`config.mk`:
```
export PLATFORM = sky130hd
export DESIGN_NAME = mem_access_stage_flat
export DESIGN_NICKNAME = d
export VERILOG_FILES = /design/src/rtl/mem_access_stage_if.sv /design/src/rtl/mem_access_stage.sv /design/src/flat_wrapper.sv
export SDC_FILE = /design/constraint.sdc
export NUM_CORES = 1
export LEC_CHECK = 0
export BUFFER_PORTS_ARGS = -buffer_cell sky130_fd_sc_hd__buf_4
export CAP_MARGIN = 20
export CORE_MARGIN = 2
export CORE_UTILIZATION = 30
export DETAILED_ROUTE_END_ITERATION = 7
export GPL_TIMING_DRIVEN = 0
export PLACE_DENSITY_LB_ADDON = 0.3
export REMOVE_ABC_BUFFERS = 1
export SYNTH_ARGS = -nofsm -noshare
export SYNTH_HDL_FRONTEND = slang
export SYNTH_SLANG_ARGS = --single-unit
export TNS_END_PERCENT = 50
```
`constraint.sdc`:
```
create_clock -name clk -period 3.4 [get_ports clk]
set_input_delay 0.34 -clock clk [delete_from_list [all_inputs] [get_ports clk]]
set_output_delay 0.34 -clock clk [all_outputs]
set_load 0.02 [all_outputs]
```
`src/rtl/mem_access_stage_if.sv`:
```
// Data-memory bus between the MEM stage (master) and the data memory (slave).
// A request is issued by holding data_req high with address, size, strobes and
// write data stable. The memory accepts it in the cycle data_addr_ok is high.
// Completion comes from data_data_ok: read data for a load, write acknowledge
// for a store. It may arrive in the same cycle as data_addr_ok or later.
interface mem_access_stage_if #(
    parameter int ADDR_W = 32,
    parameter int DATA_W = 32
);
    logic                  data_req;
    logic                  data_wr;
    logic [1:0]            data_size;
    logic [ADDR_W-1:0]     data_addr;
    logic [DATA_W/8-1:0]   data_wstrb;
    logic [DATA_W-1:0]     data_wdata;
    logic                  data_addr_ok;
    logic                  data_data_ok;
    logic [DATA_W-1:0]     data_rdata;

    modport master (
        output data_req, data_wr, data_size, data_addr, data_wstrb, data_wdata,
        input  data_addr_ok, data_data_ok, data_rdata
    );

    modport slave (
        input  data_req, data_wr, data_size, data_addr, data_wstrb, data_wdata,
        output data_addr_ok, data_data_ok, data_rdata
    );
endinterface

```
`src/rtl/mem_access_stage.sv`:
```
// MEM pipeline stage: holds one instruction from EX and runs the data-memory
// request/response handshake for loads and stores. It formats byte strobes and
// replicated store data, and releases the instruction to WB only after its
// memory access has completed.
//
// Optional feature macro: MEM_ALIGN_CHECK_EN
//   defined   - misaligned half/word accesses raise mem_align_err and issue no request
//   undefined - mem_align_err is 0; misaligned accesses are issued with low address bits cleared
//
// Pipeline handshake: EX hands over an instruction on a clock edge where
// ex_valid & mem_allowin. The stage hands its instruction to WB on an edge
// where mem_valid & mem_ready_go & wb_allowin. Both transfers may occur on the
// same edge, so there is no bubble between instructions.
//
// mem_state exposes the FSM state for debug: 0 IDLE, 1 REQ, 2 WAIT, 3 DONE.
module mem_access_stage #(
    parameter int ADDR_W = 32,
    parameter int DATA_W = 32
) (
    input  logic                clk,
    input  logic                rst,
    // From EX
    input  logic                ex_valid,
    input  logic [ADDR_W-1:0]   ex_alu_result,
    input  logic [DATA_W-1:0]   ex_store_data,
    input  logic                ex_mem_re,
    input  logic                ex_mem_we,
    input  logic [1:0]          ex_mem_size,
    // Pipeline control
    input  logic                wb_allowin,
    output logic                mem_allowin,
    output logic                mem_valid,
    output logic                mem_ready_go,
    // Results toward the MEM->WB register
    output logic [ADDR_W-1:0]   mem_alu_result,
    output logic [DATA_W-1:0]   mem_dram_rdata,
    output logic                mem_align_err,
    // Debug view of the FSM
    output logic [1:0]          mem_state,
    // Data-memory bus
    mem_access_stage_if.master  data_bus
);

    typedef enum logic [1:0] {
        S_IDLE = 2'd0,
        S_REQ  = 2'd1,
        S_WAIT = 2'd2,
        S_DONE = 2'd3
    } state_t;

    state_t              state_q;
    state_t              state_d;

    logic                valid_q;
    logic [ADDR_W-1:0]   alu_q;
    logic [DATA_W-1:0]   sdata_q;
    logic                re_q;
    logic                we_q;
    logic [1:0]          size_q;
    logic [DATA_W-1:0]   rdata_q;
    logic                align_err;

    logic                accept;
    logic                leave;
    logic                mem_op_q;
    logic                ex_mem_op;
    logic                ex_misaligned;
    logic                capture;

    logic [ADDR_W-1:0]   issue_addr;
    logic [DATA_W/8-1:0] issue_strb;
    logic [DATA_W-1:0]   issue_wdata;

    // ------------------------------------------------------------------
    // Pipeline control
    // ------------------------------------------------------------------
    assign mem_op_q  = re_q | we_q;
    assign ex_mem_op = ex_mem_re | ex_mem_we;

    // Non-memory ops and rejected misaligned ops are complete as soon as they
    // are held; memory ops wait for the bus to finish.
    assign mem_ready_go = valid_q & ((state_q == S_DONE) | ~mem_op_q | align_err);
    assign mem_allowin  = ~valid_q | (mem_ready_go & wb_allowin);
    assign accept       = ex_valid & mem_allowin;
    assign leave        = valid_q & mem_ready_go & wb_allowin;

`ifdef MEM_ALIGN_CHECK_EN
    logic align_err_q;

    // Decide at acceptance whether the incoming access is misaligned; size 3 is a word.
    always_comb begin
        ex_misaligned = 1'b0;
        if (ex_mem_size == 2'd1) begin
            ex_misaligned = ex_alu_result[0];
        end else if (ex_mem_size != 2'd0) begin
            ex_misaligned = |ex_alu_result[1:0];
        end
    end

    // Alignment error flag lives with the held instruction.
    always_ff @(posedge clk or posedge rst) begin
        if (rst) begin
            align_err_q <= 1'b0;
        end else if (accept) begin
            align_err_q <= ex_mem_op & ex_misaligned;
        end
    end

    assign align_err = align_err_q;
`else
    // Without the check every memory op goes to the bus, with its address aligned down.
    assign ex_misaligned = 1'b0;
    assign align_err     = 1'b0;
`endif

    // Instruction register: latch EX fields on acceptance, drop valid when the op leaves empty-handed.
    always_ff @(posedge clk or posedge rst) begin
        if (rst) begin
            valid_q <= 1'b0;
            alu_q   <= '0;
            sdata_q <= '0;
            re_q    <= 1'b0;
            we_q    <= 1'b0;
            size_q  <= 2'd0;
        end else if (accept) begin
            valid_q <= 1'b1;
            alu_q   <= ex_alu_result;
            sdata_q <= ex_store_data;
            re_q    <= ex_mem_re;
            we_q    <= ex_mem_we;
            size_q  <= ex_mem_size;
        end else if (leave) begin
            valid_q <= 1'b0;
        end
    end

    // ------------------------------------------------------------------
    // Bus FSM
    // ------------------------------------------------------------------

    // State register.
    always_ff @(posedge clk or posedge rst) begin
        if (rst) begin
            state_q <= S_IDLE;
        end else begin
            state_q <= state_d;
        end
    end

    // Next state and load-data capture. A data_ok seen in IDLE or DONE is a
    // stale response and is ignored; in REQ it only counts with addr_ok.
    always_comb begin
        state_d = state_q;
        capture = 1'b0;
        case (state_q)
            S_REQ: begin
                if (data_bus.data_addr_ok) begin
                    if (data_bus.data_data_ok) begin
                        state_d = S_DONE;
                        capture = re_q;
                    end else begin
                        state_d = S_WAIT;
                    end
                end
            end
            S_WAIT: begin
                if (data_bus.data_data_ok) begin
                    state_d = S_DONE;
                    capture = re_q;
                end
            end
            default: begin
            end
        endcase
        // A new instruction replaces the old one on the same edge it leaves.
        if (accept) begin
            state_d = (ex_mem_op & ~ex_misaligned) ? S_REQ : S_IDLE;
        end else if (leave) begin
            state_d = S_IDLE;
        end
    end

    // Raw load word; held through any WB stall because it only changes on capture.
    always_ff @(posedge clk or posedge rst) begin
        if (rst) begin
            rdata_q <= '0;
        end else if (capture) begin
            rdata_q <= data_bus.data_rdata;
        end
    end

    // ------------------------------------------------------------------
    // Request formatting (all from held registers, so stable while in REQ)
    // ------------------------------------------------------------------

    // Address aligned down to the access size; strobes and replicated write data by lane.
    always_comb begin
        issue_addr  = alu_q;
        issue_strb  = 4'b1111;
        issue_wdata = sdata_q;
        case (size_q)
            2'd0: begin
                issue_strb  = 4'b0001 << alu_q[1:0];
                issue_wdata = {4{sdata_q[7:0]}};
            end
            2'd1: begin
                issue_addr  = {alu_q[ADDR_W-1:1], 1'b0};
                issue_strb  = alu_q[1] ? 4'b1100 : 4'b0011;
                issue_wdata = {2{sdata_q[15:0]}};
            end
            default: begin
                issue_addr  = {alu_q[ADDR_W-1:2], 2'b00};
                issue_strb  = 4'b1111;
                issue_wdata = sdata_q;
            end
        endcase
        if (!we_q) begin
            issue_strb = '0;
        end
    end

    assign data_bus.data_req   = (state_q == S_REQ);
    assign data_bus.data_wr    = we_q;
    assign data_bus.data_size  = size_q;
    assign data_bus.data_addr  = issue_addr;
    assign data_bus.data_wstrb = issue_strb;
    assign data_bus.data_wdata = issue_wdata;

    assign mem_valid      = valid_q;
    assign mem_alu_result = alu_q;
    assign mem_dram_rdata = rdata_q;
    assign mem_align_err  = align_err;
    assign mem_state      = state_q;

endmodule

```
`src/flat_wrapper.sv`:
```
// flat-port wrapper written by rule: the top's interface ports become plain ports
module mem_access_stage_flat 
#(
    parameter int ADDR_W = 32,
    parameter int DATA_W = 32
)
  (clk, rst, ex_valid, ex_alu_result, ex_store_data, ex_mem_re, ex_mem_we, ex_mem_size, wb_allowin, mem_allowin, mem_valid, mem_ready_go, mem_alu_result, mem_dram_rdata, mem_align_err, mem_state, data_bus_data_req, data_bus_data_wr, data_bus_data_size, data_bus_data_addr, data_bus_data_wstrb, data_bus_data_wdata, data_bus_data_addr_ok, data_bus_data_data_ok, data_bus_data_rdata);
  mem_access_stage_if #(.ADDR_W(ADDR_W), .DATA_W(DATA_W)) data_bus_i ();
  input  logic clk;
  input  logic rst;
  input  logic ex_valid;
  input  logic [ADDR_W-1:0] ex_alu_result;
  input  logic [DATA_W-1:0] ex_store_data;
  input  logic ex_mem_re;
  input  logic ex_mem_we;
  input  logic [1:0] ex_mem_size;
  input  logic wb_allowin;
  output logic mem_allowin;
  output logic mem_valid;
  output logic mem_ready_go;
  output logic [ADDR_W-1:0] mem_alu_result;
  output logic [DATA_W-1:0] mem_dram_rdata;
  output logic mem_align_err;
  output logic [1:0] mem_state;
  output wire logic [$bits(data_bus_i.data_req)-1:0] data_bus_data_req;
  output wire logic [$bits(data_bus_i.data_wr)-1:0] data_bus_data_wr;
  output wire logic [$bits(data_bus_i.data_size)-1:0] data_bus_data_size;
  output wire logic [$bits(data_bus_i.data_addr)-1:0] data_bus_data_addr;
  output wire logic [$bits(data_bus_i.data_wstrb)-1:0] data_bus_data_wstrb;
  output wire logic [$bits(data_bus_i.data_wdata)-1:0] data_bus_data_wdata;
  input wire logic [$bits(data_bus_i.data_addr_ok)-1:0] data_bus_data_addr_ok;
  input wire logic [$bits(data_bus_i.data_data_ok)-1:0] data_bus_data_data_ok;
  input wire logic [$bits(data_bus_i.data_rdata)-1:0] data_bus_data_rdata;
  assign data_bus_data_req = data_bus_i.data_req;
  assign data_bus_data_wr = data_bus_i.data_wr;
  assign data_bus_data_size = data_bus_i.data_size;
  assign data_bus_data_addr = data_bus_i.data_addr;
  assign data_bus_data_wstrb = data_bus_i.data_wstrb;
  assign data_bus_data_wdata = data_bus_i.data_wdata;
  assign data_bus_i.data_addr_ok = data_bus_data_addr_ok;
  assign data_bus_i.data_data_ok = data_bus_data_data_ok;
  assign data_bus_i.data_rdata = data_bus_data_rdata;
  mem_access_stage #(.ADDR_W(ADDR_W), .DATA_W(DATA_W)) u_core (.clk(clk), .rst(rst), .ex_valid(ex_valid), .ex_alu_result(ex_alu_result), .ex_store_data(ex_store_data), .ex_mem_re(ex_mem_re), .ex_mem_we(ex_mem_we), .ex_mem_size(ex_mem_size), .wb_allowin(wb_allowin), .mem_allowin(mem_allowin), .mem_valid(mem_valid), .mem_ready_go(mem_ready_go), .mem_alu_result(mem_alu_result), .mem_dram_rdata(mem_dram_rdata), .mem_align_err(mem_align_err), .mem_state(mem_state), .data_bus(data_bus_i));
endmodule
```
==> impl_metrics.tcl <==
set metrics [dict create \
    combPwrFrac_pct 56.0 \
    vias 3327 \
    rsz0062_at_grt "false" \
    endpoint_kind "primary output" \
    grt_overflow 0 \
    cts_made_buffers 9 \
    cp_slowest_stage_delay_ns 0.67 \
    portBuffers 246 \
    root_buffer "clkbuf_16" \
    clkLatencyLatePin_ns 0.34 \
    clkPwrFrac_pct 13.6 \
    start_util_pct 30.9 \
    finalClockSkew_ns 0.00883 \
    grt_max_degree 59 \
    rows 45 \
    status "completed" \
    power.density_mw_per_mm2 1140 \
    yosysTopAreaCell "dfrtp_1" \
    syn_to_final_growth_pct 45.2 \
    wirelength_um 11400 \
    drt_iter0_drc 128 \
    grt_pass1_wl_um 17600 \
    die_area_sq_mm 0.0167 \
    yosys-top-cells-count "105 x mux2_2, 103 x dfrtp_1, 44 x buf_4, 11 x mux2_1, 11 x nand2_1" \
    synth_cells 340 \
    cts_tree "done" \
    p_total_w 0.00778 \
    finalHoldViolations 0 \
    hold_buffers 0 \
    htree_levels 3 \
    core-area_sq_mm 0.0153 \
    yosysWarnings 0 \
    seqPwrFrac_pct 30.3 \
    yosysMostFrequentCell "mux2_2" \
    place_congestion 0.704 \
    critPathBufInv 1 \
    clk_pin_slew_worst_paths_ns 0.07 \
    drv_slew 0 \
    cts.sinks 103 \
    start_kind "register" \
    dp_hpwl_um 8650 \
    critPathMaxFanout 14 \
    period_needed_ns 2.60 \
    drcViolationCount 0 \
    worst_pin_slew_ns 0.906 \
    nFillCells 1416 \
    syn_avg_cell_area_sq_um 13.9 \
    synth_top_area_share_pct 54.7 \
    worstPathArrival_ns 2.26 \
    seq_area_frac_synth_pct 54.7 \
    track_usage_pct 13.6 \
    die_h_um 129 \
    synth.area.top_cells "dfrtp_1 55%, mux2_2 25%, buf_4 7.0%" \
    cts_setup_buffers 0 \
    synth_flop_cell "dfrtp_1" \
    cp_top_family "flip-flops" \
    grt_pass1_vias 3450 \
    hold_path_class "primary input to asynchronous set/reset pin" \
    routedWlPerCell_um 14.9 \
    p_leak_nw 3.31 \
    synth-edff-count 0 \
    drv_cap 0 \
    synth.distinct_cells 27 \
    post-route-period-util_pct 76.4 \
    p_int_w 0.00460 \
    io_pins 248 \
    clockBufferDepth 2 \
    dpl_cell_area_sq_mm 0.00652 \
    first_pass_iters 4 \
    critPathSlowestCell "dfrtp_1" \
    cts_resized 0 \
    crit_chain "nor2_2 > mux2_2 > buf_4" \
    diodes 0 \
    viasPerCell 4.35 \
    ys_seq_elements 103 \
    postSynth.asyncResetShare_pct 100 \
    antenna_found_initial 0 \
    relSlewSlack_pct 39.4 \
    p_switching_w 0.00318 \
    timing_worst_setup_path_type "register to primary output" \
    ir_drop_mv 0.499 \
    drive_above_1_share_pct 68.1 \
    timing.fmax_ghz 0.385 \
    p_sw_share_pct 40.9 \
    setup_viol 0 \
    final_nets 658 \
    die_width_um 129 \
    netlist_area_sq_mm 0.00472 \
    required_ns 3.06 \
    ant_nets 0 \
    final_area_sq_mm 0.00685 \
]
==> cell usage in the layout (no fill, tap or decap), drive strengths merged, types with 2 or more instances in the layout <==
cell    netlist  routed
nand2b        3       3
buf          51     251
ha            3       3
o21ai         9       9
nand2        11      11
o21a          3       3
dfrtp       103     103
nor2         10      10
nor3          2       2
a21oi         4       4
inv           6       8
mux2i         9       9
and2          2       2
mux2        116     116
clkbuf        2      11
==> power groups by stage <==
stage / sequential, W / clock, W / combinational, W
6_report: 0.00236 / 0.00106 / 0.00436
5_1_grt: 0.00246 / 0.00117 / 0.00464
4_1_cts: 0.00242 / 0.00110 / 0.00434
3_5_place_dp: 0.00243 / 0 / 0.00434
3_3_place_gp: 0.00239 / 0 / 0.00426
2_1_floorplan: 0.00310 / 0 / 0.00165
==> state kept, by name, summed over array words and instances, names as in the netlist <==
name                       flops
u_core.re_q                    1
u_core.data_bus.data_wr        1
u_core.mem_state               2
u_core.mem_dram_rdata         32
u_core.data_bus.data_size      2
u_core.mem_alu_result         32
u_core.mem_valid               1
u_core.sdata_q                32
==> layout make-up <==
| class | instances | area [sq um] | area share (%) |
|---|---|---|---|
| flip-flops and latches | 103 | 2580 | 37.6 |
| clock buffers | 11 | 243 | 3.54 |
| inverters | 6 | 25.0 | 0.365 |
| clock inverters | 5 | 63.8 | 0.932 |
| multi-input cells | 178 | 1720 | 25.1 |
| well taps | 211 | 264 | 3.85 |
| repair buffers | 251 | 1960 | 28.6 |
==> cells by family after synthesis <==
kind of cell	synth area share (%)
compound gates	2.97
fa+ha+maj	0.796
buf+inv	9.02
flops	54.7
mux	29.6
other cells	0.0795
simple gates	2.87
==> metrics by stage <==
stage                     TNS, ns  setup WS (ns)  utilization (%)  hold WS (ns)  cells
after floorplan                 0          0.356                -         0.448    287
after global placement     -94.81         -0.930             42.1         0.475    744
after detailed placement        0          0.918             42.7         0.479    748
after CTS                       0          0.499             44.7         0.154    764
after global routing            0          0.683             44.9         0.190    765
final                           0          0.801             44.9         0.137    765
==> routing by layer <==
metal  track usage [%]  vias up  share of wire (%)
met4              5.37        0                1.4
met3              3.67        9                7.2
met5                 0        -                  0
li1                  -     1558                  -
met1              16.1     1627                 39
met2              23.6      133                 52
==> final timing paths <==
path / start / end / slack [ns] / cells after the start
min reg2reg: u_core.mem_dram_rdata[1] / u_core.mem_dram_rdata[1] / 0.49 / 1
max reg2reg: u_core.mem_state[1] / u_core.mem_dram_rdata[19] / 1.04 / 6
min: rst / u_core.mem_alu_result[25] / 0.14 / 2
max: u_core.data_bus.data_size[0] / data_bus_data_wdata[12] / 0.80 / 3
min in group clk: ex_alu_result[6] / u_core.mem_alu_result[6] / 0.20 / 2
max in group asynchronous: rst / u_core.mem_dram_rdata[19] / 2.59 / 3
Note: power is estimated with default switching activity, not from simulation.
